File: src/rtl/ycocg_csc_pkg.sv
// Shared definitions for the YCoCg-R colour-space converter:
// beat mode encodings, container width and the unsigned saturation helper.
package ycocg_csc_pkg;

    localparam logic [1:0] CSC_FWD = 2'd0;
    localparam logic [1:0] CSC_INV = 2'd1;
    localparam logic [1:0] CSC_BYP = 2'd2;

    function automatic int cw(input int bpc);
        return bpc + 2;
    endfunction

    // Saturate a signed value into [0, 2^bpc-1]. The result is never wider than bpc bits.
    function automatic logic [31:0] clip_u(input logic signed [31:0] x, input int bpc);
        logic signed [31:0] max_val;
        logic [31:0]        res;
        max_val = (32'sd1 <<< bpc) - 32'sd1;
        if (x < 32'sd0) begin
            res = '0;
        end else if (x > max_val) begin
            res = max_val;
        end else begin
            res = x;
        end
        return res;
    endfunction

endpackage

File: src/rtl/ycocg_lift_px.sv
// One pixel of the YCoCg-R lifting datapath, purely combinational:
// the first-stage half for the incoming beat and the second-stage half for the registered beat.
module ycocg_lift_px
    import ycocg_csc_pkg::*;
#(
    parameter int BPC = 12,
    localparam int CW = cw(BPC)
) (
    input  logic [1:0]      s1_mode,
    input  logic [3*CW-1:0] s1_in,
    output logic [3*CW-1:0] s1_out,
    input  logic [1:0]      s2_mode,
    input  logic [3*CW-1:0] s2_in,
    output logic [3*CW-1:0] s2_out,
    output logic            s2_clip
);

    localparam int WW = CW + 1;
    localparam int WX = CW + 2;
    localparam logic signed [WX-1:0] MAXV = WX'((1 << BPC) - 1);

    logic signed [WW-1:0] r1, b1, y1, cg1, co_f;
    logic signed [WW-1:0] t_f2, g_f2, cg_f;
    logic signed [WX-1:0] t_i2, co_i2, cg_i2, g_i, b_i, r_i;

    // FWD reads unsigned RGB from the low BPC bits; INV reads signed YCoCg containers.
    assign r1   = $signed({{(WW-BPC){1'b0}}, s1_in[0 +: BPC]});
    assign b1   = $signed({{(WW-BPC){1'b0}}, s1_in[2*CW +: BPC]});
    assign y1   = $signed({s1_in[CW-1], s1_in[0 +: CW]});
    assign cg1  = $signed({s1_in[3*CW-1], s1_in[2*CW +: CW]});
    assign co_f = r1 - b1;

    always_comb begin
        s1_out = s1_in;
        case (s1_mode)
            CSC_FWD: s1_out = {{(CW-BPC){1'b0}}, s1_in[CW +: BPC],
                               CW'(b1 + (co_f >>> 1)), co_f[CW-1:0]};
            CSC_INV: s1_out = {s1_in[2*CW +: CW], s1_in[CW +: CW],
                               CW'(y1 - (cg1 >>> 1))};
            default: s1_out = s1_in;
        endcase
    end

    assign t_f2  = $signed({s2_in[2*CW-1], s2_in[CW +: CW]});
    assign g_f2  = $signed({s2_in[3*CW-1], s2_in[2*CW +: CW]});
    assign cg_f  = g_f2 - t_f2;

    // Inverse results carry two guard bits so out-of-range values saturate instead of wrapping.
    assign t_i2  = $signed({{2{s2_in[CW-1]}},   s2_in[0 +: CW]});
    assign co_i2 = $signed({{2{s2_in[2*CW-1]}}, s2_in[CW +: CW]});
    assign cg_i2 = $signed({{2{s2_in[3*CW-1]}}, s2_in[2*CW +: CW]});
    assign g_i   = cg_i2 + t_i2;
    assign b_i   = t_i2 - (co_i2 >>> 1);
    assign r_i   = b_i + co_i2;

    always_comb begin
        s2_out  = s2_in;
        s2_clip = 1'b0;
        case (s2_mode)
            CSC_FWD: s2_out = {cg_f[CW-1:0], s2_in[0 +: CW], CW'(t_f2 + (cg_f >>> 1))};
            CSC_INV: begin
                s2_out  = {CW'(clip_u(32'(b_i), BPC)),
                           CW'(clip_u(32'(g_i), BPC)),
                           CW'(clip_u(32'(r_i), BPC))};
                s2_clip = r_i[WX-1] || (r_i > MAXV) ||
                          g_i[WX-1] || (g_i > MAXV) ||
                          b_i[WX-1] || (b_i > MAXV);
            end
            default: s2_out = s2_in;
        endcase
    end

endmodule

File: src/rtl/ycocg_csc_pipe.sv
// Two-stage RGB <-> YCoCg-R lifting converter, PPC pixels per beat,
// valid/ready handshake with full back-pressure and per-beat mode.
module ycocg_csc_pipe
    import ycocg_csc_pkg::*;
#(
    parameter int BPC = 12,
    parameter int PPC = 2,
    localparam int CW = cw(BPC)
) (
    input  logic                  clk,
    input  logic                  rst,
    input  logic                  in_valid,
    output logic                  in_ready,
    input  logic [1:0]            in_mode,
    input  logic                  in_last,
    input  logic [PPC*3*CW-1:0]   in_data,
    output logic                  out_valid,
    input  logic                  out_ready,
    output logic [1:0]            out_mode,
    output logic                  out_last,
    output logic [PPC*3*CW-1:0]   out_data,
    output logic [PPC-1:0]        out_clip
);

    localparam int DW = PPC * 3 * CW;

    logic          v1, v2, en1, en2;
    logic [1:0]    s1_mode;
    logic          s1_last;
    logic [DW-1:0] s1_data, s1_next, s2_next;
    logic [PPC-1:0] clip_next;

    // A stage advances when it is empty or its successor advances; no skid buffer.
    assign en2       = !v2 || out_ready;
    assign en1       = !v1 || en2;
    assign in_ready  = en1;
    assign out_valid = v2;

    for (genvar p = 0; p < PPC; p++) begin : g_px
        ycocg_lift_px #(.BPC(BPC)) u_px (
            .s1_mode (in_mode),
            .s1_in   (in_data[p*3*CW +: 3*CW]),
            .s1_out  (s1_next[p*3*CW +: 3*CW]),
            .s2_mode (s1_mode),
            .s2_in   (s1_data[p*3*CW +: 3*CW]),
            .s2_out  (s2_next[p*3*CW +: 3*CW]),
            .s2_clip (clip_next[p])
        );
    end

    always_ff @(posedge clk) begin
        if (rst) begin
            v1      <= 1'b0;
            s1_mode <= '0;
            s1_last <= 1'b0;
            s1_data <= '0;
        end else if (en1) begin
            v1 <= in_valid;
            if (in_valid) begin
                s1_mode <= in_mode;
                s1_last <= in_last;
                s1_data <= s1_next;
            end
        end
    end

    // Output registers only load with a real beat, so they hold steady while stalled.
    always_ff @(posedge clk) begin
        if (rst) begin
            v2       <= 1'b0;
            out_mode <= '0;
            out_last <= 1'b0;
            out_data <= '0;
            out_clip <= '0;
        end else if (en2) begin
            v2 <= v1;
            if (v1) begin
                out_mode <= s1_mode;
                out_last <= s1_last;
                out_data <= s2_next;
                out_clip <= clip_next;
            end
        end
    end

endmodule

File: config.mk
export PLATFORM = sky130hd
export DESIGN_NAME = ycocg_csc_pipe
export DESIGN_NICKNAME = d
export VERILOG_FILES = /design/src/rtl/ycocg_csc_pkg.sv /design/src/rtl/ycocg_lift_px.sv /design/src/rtl/ycocg_csc_pipe.sv
export SDC_FILE = /design/constraint.sdc
export NUM_CORES = 1
export LEC_CHECK = 0
export ABC_CLOCK_PERIOD_IN_PS = 4800
export CELL_PAD_IN_SITES_DETAIL_PLACEMENT = 2
export CELL_PAD_IN_SITES_GLOBAL_PLACEMENT = 2
export CORE_UTILIZATION = 34
export CTS_CLUSTER_DIAMETER = 100
export CTS_CLUSTER_SIZE = 40
export DETAILED_ROUTE_END_ITERATION = 10
export PLACE_DENSITY_LB_ADDON = 0.15
export SLEW_MARGIN = 20
export SYNTH_ARGS = -nofsm -noshare
export SYNTH_HDL_FRONTEND = slang
export SYNTH_SLANG_ARGS = --single-unit
File: constraint.sdc
create_clock -name clk -period 4.8 [get_ports clk]
set_clock_uncertainty 0.05 [all_clocks]
set_input_delay 0.96 -clock clk [delete_from_list [all_inputs] [get_ports clk]]
set_output_delay 0.96 -clock clk [all_outputs]
set_load 0.01 [all_outputs]
## After elaboration in Yosys (flattened, before gate mapping)

Index checks and enable logic that the tools add are counted.

| storage, ports and cells | value |
|---|---|
| register bits after elaboration | 178 |
| input port bits | 91 |
| output and inout port bits | 91 |
| word-level logic and storage cells | 81 |

| operators by class | value |
|---|---|
| $add $sub $neg | 16 |
| $lt $le $gt $ge | 18 |
| eq/ne operators | 2 |
| mux-type cells | 18 |
| reductions and logical operators | 18 |

Operator list:

| cell | number |
|---|---|
| $pmux W42 S2 | 4 |
| $mux W14 | 12 |
| $gt A15 B13 Y1 const B | 8 |
| $gt A16 B13 Y1 const B | 4 |
| $lt A15 B1 Y1 const B | 4 |
| $add A15 B14 Y16 | 2 |
| $lt A16 B1 Y1 const B | 2 |
| $add A14 B14 Y15 | 2 |
| $sub A14 B13 Y15 | 2 |
| $sub A14 B14 Y15 | 2 |
| $add A13 B12 Y14 | 2 |
| $add A14 B14 Y14 | 2 |
| $sub A14 B13 Y14 | 2 |
| $sub A12 B12 Y13 | 2 |
| $logic_or A1 B1 Y1 | 12 |
| $eq A2 B1 Y1 const B | 2 |
| $logic_not A2 Y1 | 2 |
| $reduce_and A2 Y1 | 2 |
| $logic_not A1 Y1 | 2 |
| $mux W1 | 2 |

## Longest topological paths before layout

Gate-level depths: netlist of run 1.

| logic depth | value |
|---|---|
| depth after elaboration | 9 |
| depth in mapped cells | 21 |
| mapped depth without buffers | 19 |

## Cells and area by module

From an unflattened synthesis of run 1, not the netlist that was laid out.

| second synthesis, totals | value |
|---|---|
| cell total of the unflattened synthesis | 2598 |
| area total of the unflattened synthesis | 19593.8 um^2 |

Modules (own cells, without submodules):

| module | instances | cells each | area each (um^2) | seq. area each (um^2) |
|---|---|---|---|---|
| ycocg_csc_pipe | 1 | 792 | 7300.8 | 3563.4 |
| ycocg_lift_px at g_px[1].u_px | 1 | 915 | 6168.4 | 0.0 |
| ycocg_lift_px at g_px[0].u_px | 1 | 891 | 6124.6 | 0.0 |

## Worst setup path after synthesis of run 1

Ideal clock, no wire load.

| path | value |
|---|---|
| kind | in2reg |
| from | in in_data[0] |
| to | reg s1_data[27] |
| data arrival time | 4180 ps |
| required time | 4659 ps |
| setup slack | 479 ps |
| stages on the path | 19 |
| buffers on the path | 0 |
| cell sequence | inv_1 -> ha_1 -> inv_1 -> fa_1 -> a21o_1 -> a21o_1 -> a21oi_1 -> inv_1 -> a21oi_1 -> xnor2_1 -> ha_1 -> o21ai_0 -> a21oi_1 -> a311oi_1 -> nor2_1 -> o41ai_1 -> xor2_1 -> nand2_1 -> a311oi_1 |

| on the way | value |
|---|---|
| cells in the longest elaborated chain, start to end | 3 |

Ends and longest elaborated chain:

| element | line | text |
|---|---|---|
| from (decl) | ycocg_csc_pipe.sv:16 | `input logic [PPC*3*CW-1:0] in_data,` |
| $sub A12 B12 Y13 | ycocg_lift_px.sv:31 | `assign co_f = r1 - b1;` |
| $add A13 B12 Y14 | ycocg_lift_px.sv:37 | `CW'(b1 + (co_f >>> 1)), co_f[CW-1:0]};` |
| $pmux W42 S2 | ycocg_lift_px.sv:35 | `case (s1_mode)` |
| to (signal assigned) | ycocg_csc_pipe.sv:62 | `s1_data <= s1_next;` |
| to (decl) | ycocg_csc_pipe.sv:30 | `logic [DW-1:0] s1_data, s1_next, s2_next;` |

No other way between the ends.
A chain may end at the register's enable or synchronous reset.

## Worst setup path in the final report of run 1

| path | value |
|---|---|
| from | reg s1_data[42] |
| to | reg out_clip[1] |

| on the way | value |
|---|---|
| cells in the longest elaborated chain, start to end | 9 |
| elaborated cells on any way between the ends | 12 |

Ends and longest elaborated chain:

| element | line | text |
|---|---|---|
| $sub A14 B13 Y15 | ycocg_lift_px.sv:53 | `assign b_i = t_i2 - (co_i2 >>> 1);` |
| $add A15 B14 Y16 | ycocg_lift_px.sv:54 | `assign r_i = b_i + co_i2;` |
| $gt A16 B13 Y1 | ycocg_lift_px.sv:65 | `s2_clip = r_i[WX-1] \|\| (r_i > MAXV) \|\|` |
| $logic_or A1 B1 Y1 (2 in a row) | ycocg_lift_px.sv:65 |  |
| $logic_or A1 B1 Y1 (2 in a row) | ycocg_lift_px.sv:66 | `g_i[WX-1] \|\| (g_i > MAXV) \|\|` |
| $logic_or A1 B1 Y1 (*) | ycocg_lift_px.sv:67 | `b_i[WX-1] \|\| (b_i > MAXV);` |
| $mux W1 (*) | ycocg_lift_px.sv:59 | `case (s2_mode)` |
| to (signal assigned) | ycocg_csc_pipe.sv:81 | `out_clip <= clip_next;` |
| to (decl) | ycocg_csc_pipe.sv:22 | `output logic [PPC-1:0] out_clip` |

Every way passes the cells marked *; elsewhere a longest branch is shown, timed or not.

==> results of run 1 <==
==> power by group through the flow <==
stage | clock, mW | combinational [mW] | sequential, mW
global placement | 0 | 3.89 | 1.77
detailed placement | 0 | 4.09 | 1.78
finish | 1.57 | 4.34 | 1.75
global route | 1.65 | 4.71 | 1.76
CTS | 1.61 | 4.14 | 1.75
floorplan | 0 | 2.70 | 1.76
==> worst min-delay path by stage <==
stage	start	endpoint	depth (start not counted)
3_5_place_dp	out_clip[1]	out_clip[1]	2
5_1_grt	out_data[34]	out_data[34]	1
6_report	out_data[34]	out_data[34]	1
4_1_cts	out_data[34]	out_data[34]	1
2_1_floorplan	s1_last	out_last	2
3_3_place_gp	s1_last	out_last	2
==> cell usage in the layout, fill, tap and decap left out, types with 40 or more instances in the layout <==
cell type | netlist | final
nor2_1 | 249 | 247
nor3_1 | 66 | 66
nand2_1 | 194 | 192
clkdlybuf4s50_1 | 0 | 180
inv_1 | 128 | 128
a311oi_1 | 40 | 40
buf_4 | 0 | 134
a211oi_1 | 117 | 117
a221oi_1 | 58 | 57
a21oi_1 | 154 | 151
ha_1 | 221 | 220
xor2_1 | 54 | 54
nor2b_1 | 44 | 43
dfxtp_1 | 178 | 176
xnor2_1 | 102 | 101
o21ai_0 | 163 | 157
==> metal layers <==
layer | vias to the layer above | share of wire [%] | wire length [um]
li1 | 8917 | - | -
met1 | 9375 | 51 | 38800
met2 | 414 | 43 | 32700
met3 | 52 | 4.4 | 3370
met4 | 0 | 1.3 | 973
met5 | - | 0 | 0
==> kinds of logic after synthesis <==
family	Yosys count	share of synthesized area [%]
XOR/XNOR	156	7.81
multiplexers	15	0.873
AND/OR/NAND/NOR	696	18.0
buffers and inverters	233	5.03
AO/OA/AOI/OAI	778	30.3
flip-flops	178	20.4
adder cells (fa/ha/maj)	237	17.6
==> critical path, stage by stage (launching register included) <==
cell and delay (ns):
dfxtp_1 0.37, inv_1 0.08, ha_1 0.16, inv_1 0.05, fa_2 0.36, a211o_1 0.35
a21oi_2 0.21, o31ai_1 0.16, o41ai_2 0.32, buf_4 0.18, xnor2_2 0.13, ha_1 0.27
and2_1 0.19, a22o_1 0.22, or3_1 0.33, a31oi_1 0.17, a221o_2 0.29, nand3_2 0.15
nor4_2 0.42, o41ai_1 0.11
==> sequential cells by signal, indices dropped and copies added, names as in the netlist <==
| signal | flops |
|---|---|
| out_data | 84 |
| s1_data | 84 |
| out_clip | 2 |
| out_mode | 2 |
| s1_mode | 2 |
| out_last | 1 |
| out_valid | 1 |
| s1_last | 1 |
| v1 | 1 |
==> cell type report <==
type / count / area share, %
Inverter: 130 / 2.26
Clock buffer: 18 / 1.99
Timing Repair Buffer: 317 / 13.2
Multi-Input combinational cell: 1883 / 61.1
Sequential cell: 178 / 16.5
Tap cell: 672 / 3.90
Clock inverter: 14 / 0.928
==> stage by stage <==
stage          setup TNS (ns)  setup slack, ns  area (um^2)  utilization, %  total power, mW
3_5_place_dp            -2.32           -0.453        20800            41.1             5.87
4_1_cts                     0           0.0135        21400            42.4             7.49
2_1_floorplan               0            0.479        17500               -             4.46
3_3_place_gp           -0.565           -0.250        20800            41.1             5.67
6_report                    0           0.0780        21600            42.8             7.66
5_1_grt                -0.777           -0.148        21600            42.8             8.12
==> timing repair <==
action / CTS / global route
hold buffers: 0 / 0
buffers inserted: 0 / 8
setup endpoints to repair: 0 / 32
gates resized for setup: 0 / 29
==> impl_metrics.yaml, run 1 <==
floorplanning:
  core_area_um2: 50500
  pin_count: 182
  chipWidth_um: 229
  die_h_um: 229
  design.die.area_um2: 52400
  num_rows: 82
  start_util_pct: 34.7
synthesis:
  synth_fp_nets: 2621
  synth_top_area_share_pct: 20.4
  synthArstFlopShare_pct: 0
  yosysTopAreaCell: "dfxtp_1"
  synth.distinct_cells: 77
  synth-edff-count: 0
  yosys_warnings: 0
  synth_common_cells: "249 x nor2_1, 221 x ha_1, 194 x nand2_1, 178 x dfxtp_1, 163 x o21ai_0"
  yosys_register_bits: 178
  avgSynthCellArea_um2: 7.63
  synth.cell_area_um2: 17500
  synthTopCellsByArea: "dfxtp_1 20%, ha_1 16%, nor2_1 5.3%, xnor2_1 5.1%, a211oi_1 5.0%"
  yosysMostFrequentCell: "nor2_1"
  synth_ff_type: "dfxtp_1"
  synthCells: 2293
  yosysSeqAreaShare_pct: 20.4
global_route:
  grt_use_met1_pct: 42.9
  met3_usage_pct: 2.84
  top_usage_layer: "met2"
  grt_usage_pct: 28.3
  grt_max_degree: 73
  grt_overflow: 0
  grt_pass1_wl_um: 117000
  grt_util_met2_pct: 43.0
  grt_pass1_vias: 19800
  antenna_found_initial: 0
pwr:
  leakage_nw: 8.95
  pwr-share-comb_pct: 56.6
  p_per_area_nw_per_um2: 355
  pwr-share-clk_pct: 20.5
  peakVddDrop_mv: 0.245
  seqPwrFrac_pct: 22.9
  swShare_pct: 43.5
  p_sw_mw: 3.33
  p_int_mw: 4.32
drt:
  wirelength_um: 75800
  first_pass_iters: 6
  drtAntennaViolNets: 0
  drt_drc_violations_left: 0
  detail_route.wl_per_cell_um: 23.6
  viasPerCell: 5.84
  via_count: 18800
  drtIter0Drc: 1300
cells_and_area:
  stdcell_count: 3212
  multi_input_area_um2: 13200
  regArea_um2: 3570
  antenna_cells: 0
  area_growth_pct: 23.4
  nets: 2855
  fillers: 5842
  final_layout_size_suffix_gt1_share_pct: 8.46
setup_path:
  path_max_fanout: 3
  cp-startpoint: "s1_data[42]"
  worstRegToRegCells: 19
  reg2reg_slack_ns: 0.08
  critPathLaunchType: "flip-flop"
  crit_type: "flip-flop to flip-flop"
  endpoint: "out_clip[1]"
  endpoint_kind: "flip-flop"
  rr_endpoint: "out_clip[1]"
  regToRegStartpoint: "s1_data[42]"
  required_ns: 5.08
  cp_data_arrival_time_ns: 5.01
cts:
  clk_pin_slew_worst_paths_ns: 0.08
  cts_sinks: 178
  clk_latency_ns: 0.47
  cts_made_buffers: 17
  cts_tree: "done"
  cts_root_buffer: "clkbuf_16"
  cts_max_path_buffers: 2
  cts.htree.levels: 4
timing:
  hold_ws_ns: 0.409
  finalMaxSlewViolations: 0
  timing.final.crit_share_pct: 98.4
  setup_viol: 0
  slew_headroom_pct: 37.3
  finalHoldViolations: 0
  layout_min_cycle_time_ns: 4.72
  rsz0062_at_grt: "true"
  tightest_slew_ns: 0.937
  fmax_ghz: 0.212
placement:
  gp_congestion: 0.895
  place.port_buffers: 181
  place_inst: 3171
  dpl.hpwl_um: 61400
min_path:
  hp-class: "flip-flop to flip-flop"
job:
  cap_violations: 0
status:
  status: "completed"
No activity file was read; power rests on OpenSTA's default activity.
==> run 2, diff against run 1 <==
--- a/config.mk
+++ b/config.mk
@@ -8,10 +8,11 @@
 export ABC_CLOCK_PERIOD_IN_PS = 4800
 export CELL_PAD_IN_SITES_DETAIL_PLACEMENT = 2
 export CELL_PAD_IN_SITES_GLOBAL_PLACEMENT = 2
-export CORE_UTILIZATION = 34
+export CORE_UTILIZATION = 39
 export CTS_CLUSTER_DIAMETER = 100
 export CTS_CLUSTER_SIZE = 40
 export DETAILED_ROUTE_END_ITERATION = 10
+export DONT_BUFFER_PORTS = 1
 export PLACE_DENSITY_LB_ADDON = 0.15
 export SLEW_MARGIN = 20
 export SYNTH_ARGS = -nofsm -noshare
==> run 2 against run 1 <==
Via count fell by 5.4%; cell area is 12% lower; clock-buffer cell count increased by 5; critical endpoint unchanged; largest cell class unchanged; largest power group unchanged; highest routed layer is now met5.
==> impl_metrics.yaml, run 2 (synthesis results as in run 1) <==
timing:
  hold_ws_ns: 0.419
  finalMaxSlewViolations: 0
  layout_min_cycle_time_ns: 4.65
  finalHoldViolations: 0
  setup_tns_ns: 0
  fmax_ghz: 0.215
  rsz0062_at_grt: "false"
  tightest_slew_ns: 1.08
  worst_slack_ns: 0.149
  timing.final.crit_share_pct: 96.9
  setup_viol: 0
  slew_headroom_pct: 27.7
setup_path:
  path_max_fanout: 4
  regToRegStartpoint: "s1_data[43]"
  crit_chain: "ha_1 > nor2b_1 > o21ai_0 > o22ai_1 > o21ai_1 > xnor2_1 > ha_1 > a2111oi_0 > o21ai_0 > a221o_1 > or4_1 > nand3_1 > nand3_1 > nor4_1 > o41ai_1"
  slowest_stage: "dfxtp_1"
  required_ns: 5.14
  cp_data_arrival_time_ns: 4.99
  critPathLaunchType: "flip-flop"
  crit_path_max_incr_delay_ns: 0.50
  endpoint_kind: "flip-flop"
  crit_type: "flip-flop to flip-flop"
  cp-startpoint: "s1_data[43]"
cts:
  cts_root_buffer: "clkbuf_16"
  post-cts-setup-buffer-count: 0
  clk_pin_slew_worst_paths_ns: 0.07
  clk_latency_ns: 0.51
  cts_max_path_buffers: 2
  cts_sinks: 178
  cts_tree: "done"
  postCtsHoldBufs: 0
  cts-resized-gates: 0
  cts_made_buffers: 17
  cts.htree.levels: 4
drt:
  viasPerCell: 6.17
  via_count: 17700
  detail_route.wl_per_cell_um: 24.8
  drtIter0Drc: 1134
  wirelength_um: 71300
  first_pass_iters: 5
  drtAntennaViolNets: 0
  drt_drc_violations_left: 0
min_path:
  hp-class: "flip-flop to flip-flop"
  hold_start: "s1_last"
placement:
  place_ws_ns: 0.00114
  postPlaceCellArea_um2: 18400
  dpl.hpwl_um: 57800
  gp_congestion: 0.912
  place.port_buffers: 0
floorplanning:
  die_h_um: 214
  chipWidth_um: 214
  start_util_pct: 39.6
  core_area_um2: 44200
  num_rows: 77
  pin_count: 182
  design.die.area_um2: 45700
job:
  cap_violations: 0
cells_and_area:
  mostFrequentLayoutCells: "246 x nor2_1, 220 x ha_1, 192 x nand2_1"
  final_layout_size_suffix_gt1_share_pct: 5.60
  area_growth_pct: 8.36
  nets: 2602
  final_common_cell: "nor2_1"
  fillers: 5122
  multi_input_area_um2: 13100
  regArea_um2: 3570
  reg_top3: "out_data x84, s1_data x84"
  final_area_um2: 19000
  antenna_cells: 0
pwr:
  peakVddDrop_mv: 0.250
  leakage_nw: 7.89
  p_per_area_nw_per_um2: 367
global_route:
  grt_overflow: 0
  grt_pass1_vias: 18400
  grt_pass1_wl_um: 109000
  grt_usage_pct: 31.4
  grt_max_degree: 174
  antenna_found_initial: 1
status:
  status: "completed"
==> run 2: cell types whose count changed in the layout (fill, tap and decap cells not counted), sizes merged <==
cell	delta
a31oi	-1
buf	-72
bufinv	-3
clkbuf	+5
clkdlybuf4s50	-180
clkinvlp	-1
inv	-3
==> run 2: through the flow <==
| step | util [%] | cells | total power [mW] |
|---|---|---|---|
| detailed placement | 41.5 | 2847 | 5.45 |
| finish | 42.9 | 2877 | 6.96 |
| floorplan | - | 2293 | 4.46 |
| global route | 42.9 | 2877 | 7.43 |
| CTS | 42.8 | 2877 | 6.96 |
| global placement | 41.5 | 2847 | 5.27 |
==> run 2: cell type report <==
| type | instances | area share, % |
|---|---|---|
| clock buffer | 23 | 2.63 |
| clock inverter | 7 | 0.389 |
| inverter | 130 | 2.57 |
| multi-input combinational | 1882 | 69.1 |
| sequential | 178 | 18.8 |
| tap | 592 | 3.91 |
| timing repair buffer | 65 | 2.57 |
==> run 2: final timing paths <==
check / endpoint / slack, ns / depth (start not counted)
worst max-delay path: out_clip[1] / 0.15 / 15
worst min-delay path: out_last / 0.42 / 2
worst max register to register: out_clip[1] / 0.15 / 15
worst min register to register: out_last / 0.42 / 2
==> run 2: metal layers <==
metal / GRT usage, % / vias up / wire, um
met5: 0 / - / 13
met4: 7.32 / 2 / 1070
met3: 7.31 / 54 / 5280
met2: 45.7 / 444 / 29800
met1: 46.1 / 8838 / 35200
li1: - / 8402 / -
==> run 2: power by group <==
group / leakage (nW) / total, mW / internal (mW) / switching, mW
combinational: 6.13 / 3.70 / 1.50 / 2.20
clock: 0.281 / 1.46 / 0.778 / 0.686
sequential: 1.47 / 1.79 / 1.60 / 0.191
==> run 2: critical path, delay by kind of cell (launching register included) <==
family                   cells  cell delay [ns]
XOR/XNOR                     1             0.19
flip-flops                   1             0.50
AO/OA/AOI/OAI                7             1.90
adder cells (fa/ha/maj)      2             0.62
AND/OR/NAND/NOR              5             1.28
==> RTL edit 1: new RTL, flow settings as in run 1 <==
`BPC` is set to 12 in 2 places; all go to 11.
--- a/src/rtl/ycocg_lift_px.sv
+++ b/src/rtl/ycocg_lift_px.sv
@@ -3,7 +3,7 @@
 module ycocg_lift_px
     import ycocg_csc_pkg::*;
 #(
-    parameter int BPC = 12,
+    parameter int BPC = 11,
     localparam int CW = cw(BPC)
 ) (
     input  logic [1:0]      s1_mode,
--- a/src/rtl/ycocg_csc_pipe.sv
+++ b/src/rtl/ycocg_csc_pipe.sv
@@ -3,7 +3,7 @@
 module ycocg_csc_pipe
     import ycocg_csc_pkg::*;
 #(
-    parameter int BPC = 12,
+    parameter int BPC = 11,
     parameter int PPC = 2,
     localparam int CW = cw(BPC)
 ) (
Interface: changed (resized in_data and out_data); port bits go from 182 to 170. No check against the original RTL was run, so the function may have changed too.
==> RTL edit 1 against run 1 <==
Area after synthesis is 4.9% lower; global-route usage is 1.7 points higher; power decreased by 4.5%; final cell count down 5.8%; synthesized cell count is 4.2% lower; cell area shrank 6.1%; wire length hardly changed; utilization down 0.47 points; sequential cell count down 12; worst setup slack better by 0.14 ns; non-clock buffer count shrank 37; count of clock-buffer cells in the layout unchanged.
==> RTL edit 1: results (changes against run 1) <==
INFO  worst_setup_path reg2regPathDepth=18 [-1]
INFO  global_route   grtUsageMet2=47.3% [+4.3 points]
INFO  cells_and_area largestRegisters=out_data: 78 flops, s1_data: 78 flops
INFO  route          routed_wirelength=75800um [about the same]
INFO  global_route   grt_util_met1=42.7% [-0.17 points]
INFO  power          p_int=4.08mW [-5.7%]
INFO  worst_setup_path timing.rr.start=s1_data[65]
INFO  hold_path      timing.hold.worst_path_depth=2 [+1]
INFO  synth          syn_nets=2501 [-4.6%]
INFO  placed_design  port_buffers=169 [-6.6%]
INFO  route          drt_iter0_markers=995 [-23%]
INFO  worst_setup_path r2r-end=out_data[51]
INFO  placed_design  place.detailed.hpwl=61600um [+0.30%]
INFO  synth          fraction_of_the_yosys_area_taken_by_sequential_cells=20.0% [-0.38 points]
INFO  synth          post_synth_most_frequent_cells=sky130_fd_sc_hd__nor2_1, sky130_fd_sc_hd__ha_1, sky130_fd_sc_hd__nand2_1, sky130_fd_sc_hd__dfxtp_1, sky130_fd_sc_hd__a21oi_1
INFO  worst_setup_path timing.critical_path.slowest_stage_cell=sky130_fd_sc_hd__fa_1
INFO  synth          netlist_instances=2197 [-4.2%]
INFO  route          routed-via-count=18083 [-3.6%]
INFO  global_route   globalRouteMet3Util=3.83% [+0.99 points]
INFO  route          routed_met2_length=33400um [+2.2%]
INFO  timing         hold-worst-slack=0.426ns [+0.0165 ns]
INFO  status         run_status=finished clean
INFO  hold_path      min_to=out_mode[0]
INFO  hold_path      holdCritStartpoint=out_mode[0]
INFO  power          power_leakage=8.57nW [-4.2%]
INFO  route          met3_wirelength=3640um [+8.2%]
INFO  worst_setup_path r2r_slack=0.22ns [+0.14 ns]
INFO  synth          synth.area.top_cells=sky130_fd_sc_hd__dfxtp_1, sky130_fd_sc_hd__ha_1, sky130_fd_sc_hd__nor2_1
INFO  global_route   antenna_found_initial=3 [+3]
INFO  route          first_pass_iteration_count_of_the_detailed_router=5 [-1]
RTL edit 1: layout make-up:
class	count	area, sq um
fill	5480	27700
multi-input combinational	1827	12600
sequential	166	3320
timing repair buffer	280	2550
tap	615	769
clock buffer	18	429
inverter	106	398
clock inverter	14	211
RTL edit 1: metrics by stage:
step / setup slack (ns) / area [sq um] / total power, mW
2_1_floorplan: 0.638 / 16600 / 4.25
3_3_place_gp: -0.0309 / 19600 / 5.48
3_5_place_dp: -0.136 / 19600 / 5.64
4_1_cts: 0.00594 / 20200 / 7.26
5_1_grt: -0.0134 / 20300 / 7.75
6_report: 0.220 / 20300 / 7.31
RTL edit 1: worst max-delay path by stage:
stage | depth (start not counted) | slack [ns] | startpoint | endpoint
final | 18 | 0.22 | s1_data[65] | out_data[51]
after global routing | 19 | -0.01 | s1_data[65] | out_data[51]
after CTS | 18 | 0.006 | s1_data[0] | out_data[5]
after detailed placement | 18 | -0.14 | in_data[0] | s1_data[24]
after global placement | 18 | -0.03 | in_data[0] | s1_data[24]
after floorplan | 16 | 0.64 | in_data[0] | s1_data[24]
RTL edit 1: cells by family (layout without fill, tap and decap cells):
logic type	after synthesis	in the layout	synth area share, %
buffers and inverters	204	418	4.61
xor gates and xnor gates	137	137	7.41
DFF	166	166	20.0
muxes	28	28	1.70
adders and majority gates	219	219	17.2
and+or+nand+nor	707	707	19.0
AOI/OAI and AO/OA	736	736	30.1
RTL edit 1: worst min-delay path, stage by stage, from the launching register on:
cell,delay [ns]
sky130_fd_sc_hd__dfxtp_1,0.32
sky130_fd_sc_hd__nand2_1,0.06
sky130_fd_sc_hd__a21oi_1,0.05
RTL edit 1: timing repair:
action / in CTS / in global routing
endpoints found under the setup margin: 0 / 23
gates resized for setup: 0 / 9
hold buffers: 0 / 0
==> RTL edit 2: new RTL, settings of run 1 <==
Without the edit above. Register the input `in_mode` before use, without a reset. The logic sees it one clock later. The other inputs are not delayed to match.
--- a/src/rtl/ycocg_csc_pipe.sv
+++ b/src/rtl/ycocg_csc_pipe.sv
@@ -24,6 +24,12 @@
 
     localparam int DW = PPC * 3 * CW;
 
+    logic [1:0] in_mode_q;
+
+    always_ff @(posedge clk) begin
+        in_mode_q <= in_mode;
+    end
+
     logic          v1, v2, en1, en2;
     logic [1:0]    s1_mode;
     logic          s1_last;
@@ -38,7 +44,7 @@
 
     for (genvar p = 0; p < PPC; p++) begin : g_px
         ycocg_lift_px #(.BPC(BPC)) u_px (
-            .s1_mode (in_mode),
+            .s1_mode (in_mode_q),
             .s1_in   (in_data[p*3*CW +: 3*CW]),
             .s1_out  (s1_next[p*3*CW +: 3*CW]),
             .s2_mode (s1_mode),
@@ -57,7 +63,7 @@
         end else if (en1) begin
             v1 <= in_valid;
             if (in_valid) begin
-                s1_mode <= in_mode;
+                s1_mode <= in_mode_q;
                 s1_last <= in_last;
                 s1_data <= s1_next;
             end
Check against the original RTL: not equivalent (a bounded check fails within 4 cycles, from zero or initial values and one cycle with rst high).
==> RTL edit 2 against run 1 <==
The flow now finishes with violations (design-rule violations); worst setup slack better by 0.13 ns; critical endpoint is now out_data[10]; wire length is 6.7% higher; clock power is 8% lower; sequential cell count is 2 higher; power is 1.7% higher; utilization is 1.1 points lower; area after synthesis is 4.0% higher; final cell count is 2.6% higher; via count is 5.5% higher; cell area is 1.7% higher; die area is 4.0% higher.
==> RTL edit 2: results (changes against run 1) <==
INFO  route          routed-via-count=19798 [+5.5%]
INFO  power          power.share.switching=45.8% [+2.3 points]
INFO  cells_and_area multi_input_area=13700squm [+3.7%]
INFO  cells_and_area area_share_clock_buf_inv=2.56% [-0.36 points]
INFO  hold_path      timing.hold.worst_path_depth=2 [+1]
INFO  status         run_status=finished, violations left
INFO  worst_setup_path maximum_cell_stage_delay_along_the_critical_path=0.56ns [+0.14 ns]
INFO  cells_and_area n_multi_input_combinational_cell=1964 [+4.3%]
INFO  synth          post_synth_fa_ha_maj_area_fraction=17.0% [-0.68 points]
INFO  cells_and_area fillers=6112 [+4.6%]
INFO  global_route   globalRouteMet3Util=4.27% [+1.4 points]
INFO  route          met3_wirelength=4420um [+31%]
INFO  status         failed_checks=design-rule violations
INFO  worst_setup_path timing.critical_path.slowest_stage_cell=sky130_fd_sc_hd__or4_1
INFO  synth          fraction_of_the_yosys_area_taken_by_sequential_cells=19.8% [-0.56 points]
INFO  route          drt-vias-per-instance=6.01 [+2.9%]
INFO  worst_setup_path timing.rr.start=s1_data[19]
INFO  synth          synth.ff_latch_count=180 [+1.1%]
INFO  global_route   grt_util_all_layers=29.8% [+1.5 points]
INFO  synth          post_synth_most_frequent_cells=sky130_fd_sc_hd__a21oi_1, sky130_fd_sc_hd__ha_1, sky130_fd_sc_hd__nand2_1, sky130_fd_sc_hd__o21ai_0, sky130_fd_sc_hd__nor2_1
INFO  worst_setup_path worst_setup_path_startpoint=s1_data[19]
INFO  global_route   first_pass_grt_wire_length=125000um [+6.9%]
INFO  worst_setup_path critPathMaxFanout=6 [+3]
INFO  route          route.detailed.drc=18 [+18]
INFO  cells_and_area drive_gt1_share=8.06% [-0.41 points]
INFO  synth          synth_cell_type_count=96 [+25%]
INFO  power          power_leakage=9.14nW [+2.1%]
INFO  cells_and_area layout.area.seq=3610squm [+1.2%]
INFO  synth          synth-xor-area-share=6.84% [-0.97 points]
INFO  worst_setup_path crit_end=out_data[10]
INFO  global_route   maximum_number_of_pins_on_one_net_before_global_route_repair=102 [+40%]
INFO  synth          netlist_instances=2384 [+4.0%]
INFO  placed_design  global_placement_routability_congestion=0.915 [+2.3%]
INFO  route          post_drt_wl_per_cell=24.6um [+4.1%]
## RTL edit 2: cell types whose count changed in the layout (fill, tap and decap cells not counted), moves of 12 or more
cell / before / now
sky130_fd_sc_hd__nor2b_1: 43 / 30
sky130_fd_sc_hd__a21oi_1: 151 / 226
sky130_fd_sc_hd__o211ai_1: 25 / 40
sky130_fd_sc_hd__a21o_1: 33 / 52
sky130_fd_sc_hd__o21ai_0: 157 / 215
sky130_fd_sc_hd__a211oi_1: 117 / 59
sky130_fd_sc_hd__xor2_1: 54 / 41
sky130_fd_sc_hd__buf_4: 134 / 116
sky130_fd_sc_hd__nand2_1: 192 / 214
sky130_fd_sc_hd__nor2_1: 247 / 189
sky130_fd_sc_hd__o21a_1: 25 / 37
## RTL edit 2: critical path: cells and delay by family (launching register included)
kind            cells  cell delay [ns]
compound gates      6             1.48
xor+xnor            1             0.30
simple gates        4             0.90
buf+inv             4             0.64
flops               1             0.47
fa+ha+maj           2             0.62
